===== src/rtl/sinc3_decimator.sv =====
// Multichannel third-order CIC (sinc3) decimator for 1-bit modulator streams.
// Runtime power-of-two ratio; outputs are normalised to full scale and saturate at R^3.
module sinc3_decimator #(
    parameter int CH         = 2,
    parameter int MAX_R_LOG2 = 8,
    parameter int OUT_W      = 16
) (
    input  logic                clk,
    input  logic                rst_n,
    input  logic                en,
    input  logic [CH-1:0]       bits,
    input  logic [3:0]          dec_log2,
    output logic [CH*OUT_W-1:0] out_data,
    output logic                out_valid
);
    localparam int ACC_W  = 3*MAX_R_LOG2 + 1;
    localparam int CNT_W  = MAX_R_LOG2;
    localparam int DROP_W = ACC_W - 1 - OUT_W;
    localparam logic [3:0] MAX_L = 4'(MAX_R_LOG2);
    localparam logic [CNT_W:0] ONE = 1;

    logic [3:0]       clamp_log2;
    logic [3:0]       eff_log2_reg;
    logic [3:0]       shift_diff;
    logic [4:0]       shamt;
    logic             first_reg;
    logic             restart;
    logic             tick;
    logic             settled;
    logic             take;
    logic [CNT_W-1:0] cnt_reg;
    logic [CNT_W-1:0] r_last;
    logic [CNT_W:0]   r_full;
    logic [2:0]       settle_reg;
    logic             out_valid_reg;
    logic [OUT_W-1:0] out_reg [CH];

    always_comb begin
        clamp_log2 = dec_log2;
        if (dec_log2 == 4'd0) begin
            clamp_log2 = 4'd1;
        end else if (dec_log2 > MAX_L) begin
            clamp_log2 = MAX_L;
        end
    end

    assign r_full  = ONE << eff_log2_reg;
    assign r_last  = CNT_W'(r_full - ONE);
    // first_reg marks the first edge after reset release, where eff_log2 is
    // loaded without treating the difference as a restart.
    assign restart = !first_reg && (clamp_log2 != eff_log2_reg);
    assign tick    = en && !restart && (cnt_reg == r_last);
    assign settled = (settle_reg == 3'd4);
    assign take    = tick && settled;

    // Normalising shift 3*(MAX_R_LOG2 - eff_log2) so R^3 maps to full scale.
    assign shift_diff = MAX_L - eff_log2_reg;
    assign shamt      = {shift_diff, 1'b0} + {1'b0, shift_diff};

    always_ff @(posedge clk or negedge rst_n) begin
        if (!rst_n) begin
            eff_log2_reg  <= 4'd1;
            first_reg     <= 1'b1;
            cnt_reg       <= '0;
            settle_reg    <= '0;
            out_valid_reg <= 1'b0;
        end else begin
            first_reg     <= 1'b0;
            out_valid_reg <= take;
            if (first_reg || restart) begin
                eff_log2_reg <= clamp_log2;
            end
            if (restart) begin
                cnt_reg    <= '0;
                settle_reg <= '0;
            end else if (en) begin
                cnt_reg <= tick ? '0 : cnt_reg + 1'b1;
                if (tick && !settled) begin
                    settle_reg <= settle_reg + 3'd1;
                end
            end
        end
    end

    assign out_valid = out_valid_reg;

    genvar gi;
    generate
        for (gi = 0; gi < CH; gi++) begin : g_ch
            logic [ACC_W-1:0] x_ext;
            logic [ACC_W-1:0] i1_reg, i2_reg, i3_reg;
            logic [ACC_W-1:0] d1_reg, d2_reg, d3_reg;
            logic [ACC_W-1:0] c1, c2, c3;
            logic [ACC_W-1:0] n_val;
            logic [OUT_W-1:0] sample;

            assign x_ext  = {{(ACC_W-1){1'b0}}, bits[gi]};
            assign c1     = i3_reg - d1_reg;
            assign c2     = c1 - d2_reg;
            assign c3     = c2 - d3_reg;
            assign n_val  = c3 << shamt;
            // Only y = R^3 reaches the top bit; clip it to all-ones.
            assign sample = n_val[ACC_W-1] ? {OUT_W{1'b1}} : OUT_W'(n_val >> DROP_W);

            always_ff @(posedge clk or negedge rst_n) begin
                if (!rst_n) begin
                    i1_reg      <= '0;
                    i2_reg      <= '0;
                    i3_reg      <= '0;
                    d1_reg      <= '0;
                    d2_reg      <= '0;
                    d3_reg      <= '0;
                    out_reg[gi] <= '0;
                end else if (restart) begin
                    i1_reg <= '0;
                    i2_reg <= '0;
                    i3_reg <= '0;
                    d1_reg <= '0;
                    d2_reg <= '0;
                    d3_reg <= '0;
                end else if (en) begin
                    i1_reg <= i1_reg + x_ext;
                    i2_reg <= i2_reg + i1_reg;
                    i3_reg <= i3_reg + i2_reg;
                    if (tick) begin
                        d1_reg <= i3_reg;
                        d2_reg <= c1;
                        d3_reg <= c2;
                    end
                    if (take) begin
                        out_reg[gi] <= sample;
                    end
                end
            end

            assign out_data[gi*OUT_W +: OUT_W] = out_reg[gi];
        end
    endgenerate

endmodule


===== config.mk =====
export PLATFORM = sky130hd
export DESIGN_NAME = sinc3_decimator
export DESIGN_NICKNAME = d
export VERILOG_FILES = /design/src/rtl/sinc3_decimator.sv
export SDC_FILE = /design/constraint.sdc
export NUM_CORES = 1
export LEC_CHECK = 0
export ABC_AREA = 1
export ABC_CLOCK_PERIOD_IN_PS = 6200
export CORE_AREA = 2 2 221 223
export CTS_BUF_LIST = sky130_fd_sc_hd__clkbuf_16
export DETAILED_ROUTE_END_ITERATION = 16
export DIE_AREA = 0 0 223 225
export HOLD_SLACK_MARGIN = 0.08
export MAX_ROUTING_LAYER = met4
export PLACE_DENSITY = 0.86
export SYNTH_ARGS = -nofsm -noshare
export SYNTH_HDL_FRONTEND = slang
export SYNTH_SLANG_ARGS = --single-unit

===== constraint.sdc =====
create_clock -name clk -period 6.2 [get_ports clk]
set_input_delay 1.55 -clock clk [delete_from_list [all_inputs] [get_ports clk]]
set_output_delay 1.55 -clock clk [all_outputs]
set_load 0.1 [all_outputs]

Yosys cells after proc, flatten, opt, wreduce, memory -nomap -nowiden
Cells that the tools add are included.

word-level totals
  register bits = 349
  latch bits = 0
  bits in writable memories = 0
  memory bits (read-only) = 0
  bits of input ports = 9
  output and inout port bits = 33
  word-level logic and storage cells = 100
  memories kept = 0

cells by class
  add/subtract/negate cells = 17
  $mul = 0
  divide/modulo/power cells = 0
  magnitude comparators = 1
  equal/unequal tests = 3
  shift operators = 3
  multiplexer cells = 40
  bitwise gates (word level) = 1
  reductions and logical operators = 16

operator list
  cell                                                                 count
  25-bit 2-to-1 mux                                                    30
  25-bit subtractor                                                    6
  25-bit adder                                                         4
  25-bit by 1-bit adder with 25-bit output                             2
  25-bit by 5-bit << shifter with 25-bit output                        2
  16-bit 2-to-1 mux                                                    2
  8-bit 2-to-1 mux                                                     3
  3-bit 2-to-1 mux                                                     3
  8-bit by 1-bit adder with 8-bit output (second input constant)       1
  8-bit equality test                                                  1
  4-bit 2-to-1 mux                                                     2
  1-bit by 4-bit << shifter with 8-bit output (first input constant)   1
  8-bit by 1-bit subtractor with 8-bit output (second input constant)  1
  2-bit nonzero test                                                   3
  5-bit by 4-bit adder with 5-bit output                               1
  1-bit logical AND                                                    5
  4-bit greater-than comparator (second input constant)                1
  4-bit logical NOT                                                    1
  4-bit inequality test                                                1
  2-bit AND reduction                                                  2
  4-bit subtractor (first input constant)                              1
  3-bit by 1-bit adder with 3-bit output (second input constant)       1
  3-bit equality test (second input constant)                          1
  1-bit logical NOT                                                    3
  other kinds (3)                                                      3

Logic depth before layout (Yosys ltp)
  depth in word-level cells = 12
  mapped depth = 43
  gate-level depth less buffers = 42

Worst setup path after synthesis
OpenSTA, ideal clock, no wires.

  path kind = reg-to-reg
  from = reg g_ch[0].i3_reg[2]
  to = reg out_reg (netlist bit out_data[10])
  setup time = 113 ps
  arrival = 5444 ps
  required time = 6087 ps
  slack = 643 ps
  cell stages (with the launch flop) = 36
  path buffers = 1
  period minus slack after synthesis = 5557 ps
  path through = dfrtp_1 > ha_1 > nand2_1 > o21ai_0 > a21oi_1 > o21ai_0 > a21oi_1 > o21ai_0 > a31oi_1 > o21ai_0 > xor2_1 > ha_1 > nand4_1 > nor4_1 > a21oi_1 > nor2_1 > nor2_1 > o21bai_1 > xor2_1 > ha_1 > a21oi_1 > o21ai_0 > a21oi_1 > nand3_1 > or2_2 > nand3_1 > nand3_1 > nand2_1 > nand2_1 > nand2_1 > nand2_1 > nand2_2 > buf_2 > nand3_1 > nand2_1 > inv_1

on the way
  longest elaborated chain between the ends = 5

ends and longest elaborated chain
  what                                           line  text
  start: declaration                             91    logic [ACC_W-1:0] i1_reg, i2_reg, i3_reg;
  start signal: assignment                       124   i3_reg <= i3_reg + i2_reg;
  25-bit subtractor                              98    assign c1 = i3_reg - d1_reg;
  25-bit subtractor                              99    assign c2 = c1 - d2_reg;
  25-bit subtractor                              100   assign c3 = c2 - d3_reg;
  25-bit by 5-bit << shifter with 25-bit output  101   assign n_val = c3 << shamt;
  16-bit 2-to-1 mux                              103   assign sample = n_val[ACC_W-1] ? {OUT_W{1'b1}} : OUT_W'(n_val >> DROP_W);
  end signal: indexed assignment                 131   out_reg[gi] <= sample;
  end: declaration                               36    logic [OUT_W-1:0] out_reg [CH];

Every way passes these cells.
A chain may end at the register's enable or synchronous reset.

Worst setup path in the final report
  from = reg g_ch[1].i3_reg[0]
  to = reg out_reg (netlist bit out_data[24])

on the way
  longest elaborated chain between the ends = 5

ends and longest elaborated chain
  what                                           line
  start: declaration                             91
  start signal: assignment                       124
  25-bit subtractor                              98
  25-bit subtractor                              99
  25-bit subtractor                              100
  25-bit by 5-bit << shifter with 25-bit output  101
  16-bit 2-to-1 mux                              103

Every way passes these cells.

==> results.yml <==
outcome:
  status: "complete, no violations"
worst_setup_path:
  ff2ff_path_depth: 42
  worstReg2RegStart: "g_ch[1].i3_reg[0]$_DFFE_PN0P_"
  slowest_delay_ns: 0.39
  cp_max_fo: 8
  cp-start-kind: "flop"
  critical_path_arrival_ns: 6.32
  path_common_cell: "nand2_1"
  rrSetupSlack_ns: 0.37
  cp_slowest_cell: "fa_1"
  required_ns: 6.70
  critPathKind: "reg -> reg"
  end_kind: "flop"
  rr_endpoint: "out_data[24]$_DFFE_PN0P_"
logic_synthesis:
  synth_cells: 3988
  synthArstFlopShare_pct: 100
  synthesis.area_sq_um: 28300
  syn_area_per_cell_sq_um: 7.10
  synth-edff-count: 0
  netlist.top_cell.by_area: "dfrtp_1"
  synthTopCellsByArea: "dfrtp_1, nand2_1, ha_1"
  ys_warn_count: 0
  synth_nets: 4264
  synth-seq-area-share_pct: 30.9
  synth_most_common_cell: "nand2_1"
  synth_top_area_share_pct: 30.7
  ys.flop_type: "dfrtp_1"
  synth-seq-cells: 349
  ys_top_cells_by_count: "nand2_1, inv_1, dfrtp_1, nand3_1, o21ai_0"
  synth_cell_types: 60
finish:
  instances_no_fill: 4674
  finish.utilization_pct: 65.6
  layout.nets: 4303
  drive_above_1_share_pct: 6.26
  area_growth_pct: 10.2
  n_antenna_cell: 0
timing:
  fin_ws_ns: 0.373
  fin_setup_tns_ns: 0
  fmax_ghz: 0.172
  setup_viol: 0
  worst_pin_slew_ns: 1.08
  slew_headroom_pct: 27.4
  post-route-period-util_pct: 94.0
  min_period_ns: 5.83
  skew_ns: 0.0414
  slew_viol_final: 0
  hold_viol_final: 0
place:
  post-place-ws_ns: -0.0624
  hpwl_microns: 53100
  placed_cells: 4588
  gp_congestion: 0.956
  io_buffers: 41
pwr:
  power_mw: 10.9
  power_density_nw_per_um2: 349
  p_leak_nw: 15.9
  irDropWorstVdd_v: 0.000233
  sw_frac_of_total_pct: 46.8
  seq_power_share_pct: 21.3
  p_sw_mw: 5.09
  power_frac_clock_pct: 21.3
  internal_power_mw: 5.78
  p_comb_share_pct: 57.4
floorplanning:
  die_w_microns: 223
  die_h_microns: 225
  core_sq_um: 47500
  initial_core_util_pct: 59.5
  dieArea_sq_um: 50200
  ios: 42
  rows: 80
min_path:
  hold_class: "reg -> reg"
  holdPathStages: 2
  min_to: "g_ch[1].d2_reg[0]$_DFFE_PN0P_"
  hp-start: "g_ch[1].d2_reg[0]$_DFFE_PN0P_"
routing:
  drc: 0
  drt_wl_total_microns: 72500
  drtIter0Drc: 1926
  routedWlPerCell_microns: 15.5
  vias: 26800
  firstDrtPassIters: 6
  drtAntennaViolNets: 0
  routed_via_density: 5.73
clock_network:
  root_buffer: "clkbuf_16"
  cts_max_level: 2
  cts_tree: "done"
  clock_latency_ns: 0.61
  numCtsBuffers: 41
  clkTransAtPathRegs_ns: 0.07
  clkSinkCount: 349
  clk_path_buf_depth: 3
global_route:
  grt_overflow: 0
  antenna_found_initial: 0
  grt_pass1_wl_microns: 122000
  gr-usage-all-layers_pct: 29.8
  first_global_vias: 26000
  grt_max_degree: 134
job:
  max_cap_viol_count: 0
## power groups by stage
stage | sequential (mW) | clock [mW] | combinational [mW]
floorplan | 2.35 | 0 | 4.36
global placement | 2.36 | 0 | 5.78
detailed placement | 2.36 | 0 | 5.80
CTS | 2.32 | 2.34 | 5.83
global route | 2.32 | 2.44 | 7.07
finish | 2.32 | 2.31 | 6.24
## routing by layer
layer	GRT usage, %	up-vias	share of wire (%)	wire length, microns
met5	-	-	0	0
met4	11.2	0	3.5	2570
met2	51.6	710	48	34900
li1	-	13400	-	-
met3	3.69	192	4.5	3280
met1	35.8	12400	44	31800
## per-stage QoR
| step | hold slack [ns] | area, sq um |
|---|---|---|
| floorplan | 0.457 | 28300 |
| finish | 0.499 | 31200 |
| global route | 0.520 | 31200 |
| detailed placement | 0.480 | 29500 |
| global placement | 0.471 | 29500 |
| CTS | 0.493 | 30800 |
## worst max-delay path: cells and delay by family (launching register included)
family	cells	cell delay [ns]
simple gates	24	2.52
flops	1	0.35
compound gates	6	0.84
xor+xnor	2	0.41
buf+inv	6	0.42
fa+ha+maj	4	1.18
## what timing repair did
item / in CTS / in global routing
pin swaps: 0 / 22
buffers inserted: 0 / 9
hold buffers: 0 / 0
cloned: 0 / 2
endpoints found under the setup margin: 16 / 32
resized for setup: 2 / 77
## how the worst max path moves through the flow
| stage | cells after the start | slack, ns | from | end |
|---|---|---|---|---|
| 6_report | 42 | 0.37 | g_ch[1].i3_reg[0]$_DFFE_PN0P_ | out_data[24]$_DFFE_PN0P_ |
| 5_1_grt | 38 | -0.05 | g_ch[0].i3_reg[0]$_DFFE_PN0P_ | out_data[13]$_DFFE_PN0P_ |
| 4_1_cts | 42 | 0.01 | g_ch[1].i3_reg[0]$_DFFE_PN0P_ | out_data[28]$_DFFE_PN0P_ |
| 3_5_place_dp | 40 | -0.06 | g_ch[1].i3_reg[0]$_DFFE_PN0P_ | out_data[20]$_DFFE_PN0P_ |
| 3_3_place_gp | 40 | -0.03 | g_ch[1].i3_reg[0]$_DFFE_PN0P_ | out_data[27]$_DFFE_PN0P_ |
| 2_1_floorplan | 35 | 0.64 | g_ch[0].i3_reg[2]$_DFFE_PN0P_ | out_data[10]$_DFFE_PN0P_ |
## area by class of cell
class | instances | area [sq um]
clock inverter | 34 | 263
tap | 615 | 769
multi-input combinational | 2999 | 17500
sequential | 349 | 8740
inverter | 535 | 2010
timing repair buffer | 101 | 891
clock buffer | 41 | 1030
fill | 3995 | 16400
## cells by family after synthesis
| group | count (synthesis) | synth area share (%) |
|---|---|---|
| fa+ha+maj | 267 | 12.1 |
| flops | 349 | 30.9 |
| xor+xnor | 203 | 6.28 |
| compound gates | 845 | 16.7 |
| simple gates | 1677 | 25.3 |
| mux | 4 | 0.141 |
| other cells | 1 | 0.0132 |
| buf+inv | 642 | 8.66 |
## cells in the final DEF (no fill, tap or decap), types with 13 or more instances in the layout
cell and count:
o21ai_0 300, dfrtp_1 346, clkdlybuf4s50_1 40, nor4_1 16
nor3_1 47, o21bai_1 14, o21ai_1 15, a31oi_1 37
xnor2_1 80, a21o_1 15, nor2_1 221, or2_2 46
inv_1 532, xor2_1 118, clkbuf_16 41, nand4_1 39
buf_4 58, nand2_1 911, ha_1 248, o22ai_1 105
a21oi_1 273, nand3_1 338, clkinv_1 13
Note: power is estimated with default switching activity, not from simulation.
